==> src/rtl/md_issue_ctrl.sv <==
// E-stage issue/latency sequencer for the multiply/divide unit, with HI/LO hazard stall.
// Optional cancel support is enabled by defining MD_CANCEL_EN.
module md_issue_ctrl #(
  parameter int unsigned MULT_LAT = 5,
  parameter int unsigned DIV_LAT  = 10,
  parameter int unsigned CNT_W    = 4
) (
  input  logic       clk,
  input  logic       reset,
  input  logic [3:0] d_md_op,
  input  logic       e_valid,
  input  logic [3:0] e_md_op,
  input  logic       cancel,
  output logic       start_o,
  output logic [3:0] op_o,
  output logic       busy_o,
  output logic       commit_o,
  output logic       stall_o,
  output logic       err_o
);

  localparam logic [CNT_W-1:0] MultLoad = CNT_W'(MULT_LAT - 1);
  localparam logic [CNT_W-1:0] DivLoad  = CNT_W'(DIV_LAT - 1);
  localparam logic [CNT_W-1:0] CntOne   = CNT_W'(1);

  typedef enum logic [0:0] {StIdle, StRun} state_e;

  state_e           state_q;
  logic [CNT_W-1:0] cnt_q;
  logic             err_q;

  logic e_mul, e_div, e_mt, e_any, d_any, is_idle, cancel_act;

  assign e_mul = e_valid && (e_md_op == 4'd1 || e_md_op == 4'd2);
  assign e_div = e_valid && (e_md_op == 4'd3 || e_md_op == 4'd4);
  assign e_mt  = e_valid && (e_md_op == 4'd7 || e_md_op == 4'd8);
  assign e_any = e_valid && (e_md_op >= 4'd1) && (e_md_op <= 4'd8);
  assign d_any = (d_md_op >= 4'd1) && (d_md_op <= 4'd8);

`ifdef MD_CANCEL_EN
  assign cancel_act = cancel;
`else
  logic unused_cancel;
  assign unused_cancel = cancel;
  assign cancel_act    = 1'b0;
`endif

  assign is_idle  = (state_q == StIdle);
  assign start_o  = is_idle && (e_mul || e_div) && !cancel_act;
  assign op_o     = (is_idle && (e_mul || e_div || e_mt) && !cancel_act) ? e_md_op : 4'd0;
  assign busy_o   = start_o || !is_idle;
  // Cancel takes priority over the final count so an aborted op never commits.
  assign commit_o = !is_idle && (cnt_q == CntOne) && !cancel_act;
  assign stall_o  = busy_o && d_any;
  assign err_o    = err_q;

  always_ff @(posedge clk) begin
    if (reset) begin
      state_q <= StIdle;
      cnt_q   <= '0;
      err_q   <= 1'b0;
    end else begin
      unique case (state_q)
        StIdle: begin
          if (start_o) begin
            cnt_q   <= e_mul ? MultLoad : DivLoad;
            state_q <= StRun;
          end
        end
        StRun: begin
          // Ops reaching E while busy mean the D-stage stall failed; flag, never restart.
          if (e_any) begin
            err_q <= 1'b1;
          end
          if (cancel_act) begin
            cnt_q   <= '0;
            state_q <= StIdle;
          end else begin
            cnt_q <= cnt_q - CntOne;
            if (cnt_q == CntOne) begin
              state_q <= StIdle;
            end
          end
        end
        default: begin
          state_q <= StIdle;
          cnt_q   <= '0;
        end
      endcase
    end
  end

endmodule
==> config.mk <==
export PLATFORM = sky130hd
export DESIGN_NAME = md_issue_ctrl
export DESIGN_NICKNAME = d
export VERILOG_FILES = /design/src/rtl/md_issue_ctrl.sv
export SDC_FILE = /design/constraint.sdc
export NUM_CORES = 1
export LEC_CHECK = 0
export BUFFER_PORTS_ARGS = -buffer_cell sky130_fd_sc_hd__buf_2
export CORE_AREA = 2 2 39 41
export DETAILED_ROUTE_END_ITERATION = 8
export DIE_AREA = 0 0 41 43
export PLACE_DENSITY_LB_ADDON = 0.3
export REMOVE_ABC_BUFFERS = 1
export SLEW_MARGIN = 40
export SYNTH_ARGS = -nofsm -noshare
export SYNTH_HDL_FRONTEND = slang
export SYNTH_SLANG_ARGS = --single-unit
==> constraint.sdc <==
create_clock -name clk -period 1.3 [get_ports clk]
set_clock_uncertainty 0.15 [all_clocks]
set_input_delay 0 -clock clk [delete_from_list [all_inputs] [get_ports clk]]
set_output_delay 0 -clock clk [all_outputs]
set_load 0.02 [all_outputs]
==> results of run 1 <==
## worst paths after layout
| path | from | end | slack [ns] | depth (start not counted) |
|---|---|---|---|---|
| setup / recovery | state_q | op_o[2] | -0.23 | 5 |
| hold / removal | e_md_op[3] | err_o | 0.06 | 3 |
| setup reg to reg | state_q | cnt_q[3] | -0.21 | 5 |
| hold reg to reg | err_o | err_o | 0.35 | 1 |
## sequential cells by signal, summed over array words and instances (netlist names)
signal / flops
err_o: 1
cnt_q: 4
state_q: 1
## power groups by stage
stage | clock [mW] | combinational, mW | sequential (mW)
2_1_floorplan | 0 | 0.0868 | 0.216
3_3_place_gp | 0 | 0.181 | 0.213
3_5_place_dp | 0 | 0.183 | 0.213
4_1_cts | 0.181 | 0.233 | 0.212
5_1_grt | 0.190 | 0.274 | 0.217
6_report | 0.175 | 0.254 | 0.217
## per-stage QoR
stage,utilization,cells
after floorplan,-,52
after detailed placement,0.4955,99
final,0.6465,108
after global placement,0.4955,99
after global routing,0.6465,108
after CTS,0.6112,107
## worst register-to-register path, delay by kind of cell (launching register included)
| kind | cells | cell delay (ns) |
|---|---|---|
| AOI/OAI and AO/OA | 2 | 0.44 |
| DFF | 1 | 0.33 |
| buffers and inverters | 2 | 0.28 |
| and+or+nand+nor | 1 | 0.21 |
## kinds of logic after synthesis
group                    Yosys count  share of synthesized area
AND/OR/NAND/NOR                   23                     0.3254
AO/OA/AOI/OAI                     13                     0.2201
buffers and inverters              9                     0.1100
flip-flops                         6                     0.2297
XOR/XNOR                           4                    0.06700
adder cells (fa/ha/maj)            2                    0.04784
## area by class of cell
| class | instances | area share |
|---|---|---|
| Inverter | 4 | 0.01678 |
| Multi-Input combinational cell | 42 | 0.4755 |
| Tap cell | 16 | 0.02238 |
| Sequential cell | 6 | 0.1371 |
| Clock buffer | 3 | 0.02517 |
| Timing Repair Buffer | 37 | 0.3231 |
## Yosys cell counts
cell type / count / share of area
a311oi_2: 1 / 0.029
a2111oi_0: 2 / 0.033
buf_6: 2 / 0.043
nor4_1: 1 / 0.012
ha_1: 2 / 0.048
nor4b_2: 1 / 0.029
a22o_1: 1 / 0.017
buf_4: 2 / 0.029
nor3_1: 2 / 0.019
nor3b_2: 1 / 0.024
a221o_1: 1 / 0.019
o21ai_0: 2 / 0.019
and3b_1: 1 / 0.017
dfxtp_1: 6 / 0.23
and2_1: 2 / 0.024
nand3b_1: 1 / 0.014
nor2b_1: 2 / 0.024
and3_1: 4 / 0.048
buf_2: 1 / 0.0096
o21a_1: 1 / 0.014
inv_1: 4 / 0.029
nor3b_1: 3 / 0.043
o21ai_2: 1 / 0.017
a311oi_1: 1 / 0.017
o2111a_1: 2 / 0.043
xor2_1: 3 / 0.050
or3_4: 1 / 0.022
nor4bb_1: 1 / 0.019
nor2_1: 2 / 0.014
nor4b_1: 1 / 0.017
xnor2_1: 1 / 0.017
a31oi_1: 1 / 0.012
## cell usage in the layout, fill, tap and decap left out
| cell type | n |
|---|---|
| nor2b_1 | 2 |
| ha_1 | 2 |
| nor4b_2 | 1 |
| dfxtp_1 | 4 |
| nor4b_4 | 1 |
| a22o_1 | 1 |
| a2111oi_2 | 1 |
| a2111oi_0 | 1 |
| xnor2_1 | 1 |
| buf_2 | 11 |
| o21ai_0 | 2 |
| nor3b_4 | 1 |
| and2_1 | 2 |
| nor2_1 | 2 |
| nor4bb_4 | 1 |
| nor4_2 | 1 |
| and3_4 | 2 |
| inv_2 | 1 |
| or3_4 | 1 |
| buf_4 | 15 |
| dlygate4sd3_1 | 2 |
| o21ai_2 | 1 |
| a31oi_4 | 1 |
| o21a_1 | 1 |
| inv_1 | 3 |
| xor2_1 | 3 |
| clkbuf_4 | 3 |
| buf_6 | 9 |
| and3b_1 | 1 |
| a311oi_2 | 2 |
| nand3b_1 | 1 |
| o2111a_1 | 2 |
| dfxtp_2 | 2 |
| nor3b_1 | 3 |
| a221o_1 | 1 |
| nor3_1 | 2 |
| and3_1 | 2 |
## per-layer routing
metal | GRT usage | vias up | wire, µm
met5 | 0 | - | 0
met4 | 0.1000 | 0 | 52
met3 | 0.03141 | 10 | 39
met2 | 0.3625 | 19 | 862
met1 | 0.2134 | 278 | 591
li1 | - | 286 | -
## repair_timing
action                     4_1_cts  5_1_grt
buffers inserted                 4        2
pin swaps                        3        6
setup endpoints to repair       12       11
hold buffers                     2        0
hold endpoints to repair         5        0
gates resized for setup         23       11
gates cloned                     0        0
==> metrics.txt, run 1 <==
status finished, violations left; failing checks negative setup slack; Gate power share 0.393; area taken by multi-input logic gates approximately 430 µm²; Buf+Inv Stages, Crit Path 3; Yosys reg bits 6; unrepaired setup endpoints after global routing yes; CP delay by family, top buffers and inverters; Switching Share 0.3168; relative slew slack 0.7144; Ys Warns 0; Seq/Total Area, Yosys 0.2297; Initial Util 0.3779; final setup fails 11; Detail Placement HPWL between 1000 and 1500 µm; DRT iter0 DRCs 12; worst-skew pair later-pin latency 0.25 ns; CP Launch Type flip-flop; LEAKAGE around 0.39 nW; gr usage total 0.2042; FP Rows 14; mean area per synthesized cell about 9.2 µm²; cells after synthesis between 50 and 60; number of buffers added on ports 19; GPL Wtd Cong 0.7007; Fin. Hold Viols 0; Arrival @ worst endpoint roughly 1.4 ns; CTS tree yes; antenna-violating nets left 0; Die Height about 43 µm; pre-CTS setup slack -0.1269 ns; minimum clock period ~1.5 ns; GRT overflow 0; crit path cell chain buf_6 -> nor3b_4 -> buf_6 -> o2111a_1 -> buf_6; Reg area approximately 120 µm²; Worst path max stage delay roughly 0.33 ns; Peak Freq around 650 MHz; core area around 0.0014 mm²; number of H-tree levels 1; final WL ~1500 µm; P_sw between 200 and 250 µW; mapped cell area about 520 µm²; WHS 0.05671 ns; initial antenna violation count 0; Req. time, crit path 1.15 ns; Ant. Diodes 0; vias in the first global route roughly 580; setup ws final -0.2273 ns; peak supply drop 291.9 µV; clock power share 0.271; share of layout cells above drive strength 1 0.5870; router iterations before antenna repair 4; worst setup path category reg2out; Hold Path Class in2reg; CTS Buf Count 3; TNS Setup -1.924 ns; largest net degree at the start of global routing 10; CTS Sinks 6; clk root buf clkbuf_4; Internal ~440 µW; worst slew pin tran roughly 0.43 ns; die area around 0.0018 mm²; Vias a little under 600; Final period util 1.175; CP max-delay cell dfxtp_2; filler instances 114; most used cell, CP buf_6; worst-path fanout max 4; Net count, final ~110; synth-to-layout area growth 71.05%; CP Capture Type output port; Design Power roughly 650 µW; number of primary I/O pins 21; Max Cap Violations 0; first-pass GRT wire length roughly 2400 µm; Via density about 5.5; Pwr Density about 720 mW/mm²; Clock transition at path regs roughly 0.050 ns; Synth cell types 32; max-slew violation count 0; Seq pwr share 0.336; die width around 41 µm; WL/cell about 14 µm; Clock Path Buffers 2; DR DRC count 0; post-route cell area around 900 µm²; Post-Place Cell Area approximately 690 µm²
No activity file was read; power rests on OpenSTA's default activity.
==> run 2, diff against run 1 <==
--- a/config.mk
+++ b/config.mk
@@ -9,7 +9,7 @@
 export CORE_AREA = 2 2 39 41
 export DETAILED_ROUTE_END_ITERATION = 8
 export DIE_AREA = 0 0 41 43
-export PLACE_DENSITY_LB_ADDON = 0.3
+export PLACE_DENSITY = 0.7
 export REMOVE_ABC_BUFFERS = 1
 export SLEW_MARGIN = 40
 export SYNTH_ARGS = -nofsm -noshare
==> run 2 against run 1 <==
Compared with the run above: the run still ends with negative setup slack left; combinational power fell by 2%; routed wire length fell by 7.4%; cell count fell by 0.93%; utilization rose by 0.090 points; sequential power barely moved; worst hold slack got worse by 0.014 ns; via count fell by 5.6%; non-clock buffer count fell by 1; critical path depth did not move; largest cell class unchanged.
==> metrics.txt, run 2 (synthesized netlist as in run 1, its figures left out) <==
Most flops, register cnt_q; Clock Path Buffers 2 (unchanged); crit path cell chain buf_6 -> nor3b_4 -> buf_6 -> o2111a_1 -> buf_6; Detail Placement HPWL 975.9 µm (-4.7%); worst-skew pair later-pin latency 0.24 ns (about the same); Final period util 1.159 (-0.01633); Hold Path Class in2reg; vias in the first global route 531 (-7.8%); initial antenna violation count 0 (unchanged); Buf+Inv Stages, Crit Path 3 (unchanged); WL/cell 13.38 µm (-6.5%); Finished Core Util 0.6474 (+0.0009040); max-slew violation count 0 (unchanged); met1 Use GR 0.2258 (+0.01243); max reg flops 4 (unchanged); CTS Buf Count 3 (unchanged); peak supply drop 321.3 µV (+10%); GPL Wtd Cong 0.7402 (+5.6%); Initial Util 0.3779 (unchanged); DR DRC count 0 (unchanged); setup ws final -0.2061 ns (+0.02122 ns); Post-Place Cell Area 685.7 µm² (unchanged); CTS tree yes; most common cell after layout, fill and taps aside buf_4; unrepaired setup endpoints after global routing yes; Ant. Diodes 0 (unchanged); met2 Use GR 0.3219 (-0.04062); synth-to-layout area growth 71.29%; Req. time, crit path 1.15 ns (about the same); die width 41 µm (unchanged); number of buffers added on ports 19 (unchanged); LEAKAGE 0.3872 nW (-0.49%); Net count, final 107 (-0.93%); CP delay by family, top buffers and inverters; Pwr Density 716.6 mW/mm² (-0.75%); first-pass GRT wire length 2332 µm (-3.2%); failing checks negative setup slack; final setup fails 8 (-3); GR Util met3 0.05236 (+0.02094); Peak Freq 664.0 MHz (+1.4%); final WL 1432 µm (-7.4%); worst-path fanout max 4 (unchanged); antenna-violating nets left 0 (unchanged); Design Power 641.9 µW (-0.61%); Clock transition at path regs 0.05 ns (about the same); CTS Sinks 6 (unchanged); GRT busiest layer met2; Vias 560 (-5.6%); filler instances 118 (+3.5%); DRT iter0 DRCs 12 (unchanged); Die Height 43 µm (unchanged); die area 0.001763 mm² (unchanged); FP Rows 14 (unchanged); core area 0.001384 mm² (unchanged); clk root buf clkbuf_4; CP Capture Type output port; post-route cell area 895.9 µm² (+0.14%); CP Launch Type flip-flop; largest net degree at the start of global routing 9 (-1); worst slew pin tran 0.4152 ns (-0.01230 ns); Arrival @ worst endpoint 1.36 ns (-0.02 ns); status finished, violations left; CP max-delay cell dfxtp_2; router iterations before antenna repair 4 (unchanged); worst setup path category reg2out; share of layout cells above drive strength 1 0.5824 (-0.004539); relative slew slack 0.7226 (+0.008217); minimum clock period 1.506 ns (-0.02122 ns); Worst path max stage delay 0.33 ns (about the same); WHS 0.04238 ns (-0.01433 ns); Via density 5.234 (-4.7%); commonest cells after routing, fill and taps aside buf_4, buf_2, buf_6; Fin. Hold Viols 0 (unchanged); most used cell, CP buf_6; number of H-tree levels 1 (unchanged); gr usage total 0.1899 (-0.01425); Max Cap Violations 0 (unchanged); GRT overflow 0 (unchanged); number of primary I/O pins 21 (unchanged)
-- run 2: worst reg2reg max path: cells and delay by family, from the launching register on --
family | cells | cell delay (ns)
AO/OA/AOI/OAI | 2 | 0.47
buffers and inverters | 1 | 0.12
flip-flops | 1 | 0.33
AND/OR/NAND/NOR | 1 | 0.22
-- run 2: layout make-up --
class                   count  area, µm²  area share
clock buffers               3      22.52     0.02514
inverters                   4      15.01     0.01676
multi-input cells          42      436.7      0.4874
flip-flops and latches      6      126.4      0.1411
well taps                  16      20.02     0.02235
repair buffers             36      275.3      0.3073
-- run 2: what timing repair did --
action                                 CTS  global route
pin swaps                                5             4
setup buffers                            2             1
setup endpoints to repair               11            11
hold buffers                             2             0
endpoints found under the hold margin    4             0
resized for setup                       29             6
-- run 2: path summary, 6_finish.rpt --
| check | start | end | slack (ns) | cells past startpoint |
|---|---|---|---|---|
| setup / recovery | state_q | op_o[2] | -0.21 | 5 |
| hold / removal | e_md_op[3] | err_o | 0.04 | 3 |
| setup reg to reg | state_q | cnt_q[2] | -0.11 | 4 |
| hold reg to reg | err_o | err_o | 0.32 | 1 |
-- run 2: per-layer routing --
| metal | wire [µm] | vias up |
|---|---|---|
| li1 | - | 283 |
| met1 | 590 | 262 |
| met2 | 761 | 13 |
| met3 | 64 | 2 |
| met4 | 14 | 0 |
| met5 | 0 | - |
-- run 2: through the flow --
stage	setup TNS (ns)	setup slack, ns	cells
3_3_place_gp	-0.1828	-0.1075	99
5_1_grt	-1.783	-0.2757	107
4_1_cts	-1.211	-0.2190	106
3_5_place_dp	-0.2883	-0.1149	99
6_report	-1.149	-0.2061	107
2_1_floorplan	-0.7481	-0.3954	52
-- run 2: where the power goes --
group          total (mW)  internal [mW]  switching (mW)
Sequential          0.214          0.200          0.0144
Clock               0.179          0.105          0.0738
Combinational       0.249          0.133           0.116
==> run 3, diff against run 2 <==
--- a/config.mk
+++ b/config.mk
@@ -5,11 +5,12 @@
 export SDC_FILE = /design/constraint.sdc
 export NUM_CORES = 1
 export LEC_CHECK = 0
+export ABC_AREA = 1
 export BUFFER_PORTS_ARGS = -buffer_cell sky130_fd_sc_hd__buf_2
 export CORE_AREA = 2 2 39 41
 export DETAILED_ROUTE_END_ITERATION = 8
 export DIE_AREA = 0 0 41 43
-export PLACE_DENSITY = 0.7
+export PLACE_DENSITY = 0.68
 export REMOVE_ABC_BUFFERS = 1
 export SLEW_MARGIN = 40
 export SYNTH_ARGS = -nofsm -noshare
==> run 3 against run 2 <==
Compared with the run above: design area decreased by 23%; worst hold slack got worse by 0.026 ns; synthesized cell count increased by 42%; routed wire length decreased by 21%; fmax increased by 22%; critical path type unchanged; non-clock buffer count decreased by 12; critical endpoint is now commit_o; highest routed layer is now met3; largest cell class unchanged; the run now ends clean; first-iteration DRC count increased by 42%.
==> metrics.txt, run 3 <==
Most flops, register cnt_q; Yosys reg bits 6 (unchanged); Hold Path Class in2reg; DR DRC count 0 (unchanged); R2R depth 4 (unchanged); Reg area 122.6 µm² (-3.0%); Ant. Diodes 0 (unchanged); Crit Reg-Reg Startpoint cnt_q[0]; share of synthesized flip-flops with an asynchronous set or reset 0 (unchanged); number of buffers added on ports 19 (unchanged); Arrival @ worst endpoint 1.08 ns (-0.28 ns); max-slew violation count 0 (unchanged); die width 41 µm (unchanged); synth-to-layout area growth 38.35%; filler instances 145 (+23%); hold_sp e_valid; most common cell after layout, fill and taps aside nand2_1; router iterations before antenna repair 4 (unchanged); Pwr Density 834.8 mW/mm² (+17%); CP startpoint cnt_q[1]; Worst path max stage delay 0.32 ns (about the same); CTS Buf Count 3 (unchanged); mapped cell area 499.2 µm² (-4.5%); TNS Setup 0 ns (+1.149 ns); Die Height 43 µm (unchanged); most area-consuming cells after synthesis dfxtp_1, nand2_1, inv_1; peak supply drop 559.7 µV (+74%); Initial Util 0.3608 (-0.01718); clock power share 0.295 (+0.017); worst-skew pair later-pin latency 0.24 ns (about the same); GPL Wtd Cong 0.8235 (+11%); Via density 4.710 (-10%); Detail Placement HPWL 906.6 µm (-7.1%); vias in the first global route 522 (-1.7%); DRT iter0 DRCs 17 (+5); Ys Warns 0 (unchanged); worst setup path category reg2out; FP Rows 14 (unchanged); Seq/Total Area, Yosys 0.2406 (+0.01094); Design Power 576.6 µW (-10%); Gate power share 0.334 (-0.054); number of H-tree levels 1 (unchanged); CP max-delay cell dfxtp_2; Fin. Hold Viols 0 (unchanged); Synth cell types 18 (-44%); CTS Sinks 6 (unchanged); Final period util 0.9464 (-0.2122); R2R Path End cnt_q[1]; Req. time, crit path 1.15 ns (about the same); Clock Path Buffers 2 (unchanged); Seq pwr share 0.370 (+0.037); most common cell in the netlist nand2_1; cells after synthesis 81 (+42%); CTS tree yes; core area 0.001384 mm² (unchanged); number of primary I/O pins 21 (unchanged); Post-synth EDFFs 0 (unchanged); minimum clock period 1.230 ns (-0.2758 ns); clk root buf clkbuf_4; largest net degree at the start of global routing 8 (-1); crit path cell chain inv_1 -> ha_1 -> nand4_1 -> inv_2 -> buf_6; Peak Freq 812.8 MHz (+22%); antenna-violating nets left 0 (unchanged); worst slew pin tran 0.2105 ns (-0.2048 ns); Net count, final 124 (+16%); die area 0.001763 mm² (unchanged); Clock transition at path regs 0.05 ns (about the same); WL/cell 9.177 µm (-31%); LEAKAGE 0.3863 nW (-0.23%); GRT overflow 0 (unchanged); worst-path fanout max 3 (-1); hold endpoint cnt_q[1]; P_sw 194.3 µW (-4.9%); area leader, netlist dfxtp_1; gr usage total 0.1680 (-0.02194); hold path cells 4 (+1); share of layout cells above drive strength 1 0.3889 (-0.1935); status finished, final reports clean; Internal 382.2 µW (-13%); Vias 584 (+4.3%); commonest register cell after synthesis dfxtp_1; final WL 1138 µm (-21%); CP Capture Type output port; area taken by multi-input logic gates 326.6 µm² (-25%); first-pass GRT wire length 2021 µm (-13%); final setup fails 0 (-8); unrepaired setup endpoints after global routing no; Max Cap Violations 0 (unchanged); relative slew slack 0.8586 (+0.1360); WHS 0.01615 ns (-0.02623 ns); CP Launch Type flip-flop; initial antenna violation count 0 (unchanged); synth cell count leaders nand2_1, inv_1, nor2_1; mean area per synthesized cell 6.163 µm² (-33%); postcts setup bufs 0 (-2); reg-to-reg setup timing slack 0.08 ns (+0.19 ns); max reg flops 4 (unchanged); Switching Share 0.3371 (+0.01874); commonest cells after routing, fill and taps aside nand2_1, buf_2, inv_1, nor2_1, nand2_2; area share of the largest cell type after synthesis 0.2406 (+0.01094)
-- run 3: cell types whose count changed in the layout (fill, tap and decap cells not counted), moves of 5 or more --
cell / change
a21oi_1: +5
nand2_2: +6
nor2_1: +9
nand2_1: +20
inv_1: +8
buf_6: -7
nand3_1: +5
buf_2: +6
buf_4: -12
-- run 3: layout make-up --
type / count / share of cell area
multi-input cells: 61 / 0.4728
repair buffers: 24 / 0.2120
flip-flops and latches: 6 / 0.1775
inverters: 14 / 0.07609
clock buffers: 3 / 0.03261
well taps: 16 / 0.02899
-- run 3: what timing repair did --
action                     4_1_cts  5_1_grt
resized for setup                0        5
setup endpoints to repair        0        8
hold buffers                     3        0
hold endpoints to repair         6        0
-- run 3: critical path, delay by kind of cell, from the launching register on --
| family | cells | cell delay [ns] |
|---|---|---|
| buffers and inverters | 3 | 0.27 |
| and+or+nand+nor | 1 | 0.09 |
| DFF | 1 | 0.32 |
| adders and majority gates | 1 | 0.15 |
-- run 3: kinds of logic (layout without fill, tap and decap cells) --
logic type | count (synthesis) | after routing | share of synthesized area
xor+xnor | 1 | 1 | 0.01755
fa+ha+maj | 2 | 2 | 0.05012
flops | 6 | 6 | 0.2406
compound gates | 6 | 6 | 0.06766
buf+inv | 14 | 41 | 0.1053
simple gates | 52 | 52 | 0.5188
-- run 3: power groups by stage --
stage / clock network (mW) / registers [mW] / logic (mW)
2_1_floorplan: 0 / 0.214 / 0.122
4_1_cts: 0.171 / 0.212 / 0.192
5_1_grt: 0.187 / 0.215 / 0.218
3_5_place_dp: 0 / 0.215 / 0.185
6_report: 0.170 / 0.213 / 0.193
3_3_place_gp: 0 / 0.215 / 0.181
-- run 3: how the worst max path moves through the flow --
| stage | endpoint | slack [ns] |
|---|---|---|
| after floorplan | cnt_q[1] | 0.1 |
| after global routing | commit_o | 0.001 |
| after global placement | cnt_q[1] | 0.1 |
| after CTS | commit_o | 0.005 |
| after detailed placement | cnt_q[1] | 0.09 |
| final | commit_o | 0.07 |
-- run 3: metrics by stage --
| step | instances | utilization | area (µm²) | worst slack, ns |
|---|---|---|---|---|
| floorplan | 81 | - | 499.2 | 0.09908 |
| global placement | 118 | 0.4548 | 629.4 | 0.09887 |
| detailed placement | 118 | 0.4548 | 629.4 | 0.08547 |
| CTS | 124 | 0.4928 | 681.9 | 0.004915 |
| global route | 124 | 0.4991 | 690.7 | 0.001457 |
| finish | 124 | 0.4991 | 690.7 | 0.06967 |
-- run 3: metal layers --
metal | part of all wire | global-route usage | up-vias
met5 | 0 | 0 | -
met4 | 0 | 0.06000 | 0
met3 | 0.044 | 0.04712 | 0
met2 | 0.49 | 0.2438 | 16
met1 | 0.47 | 0.2298 | 265
li1 | - | - | 303
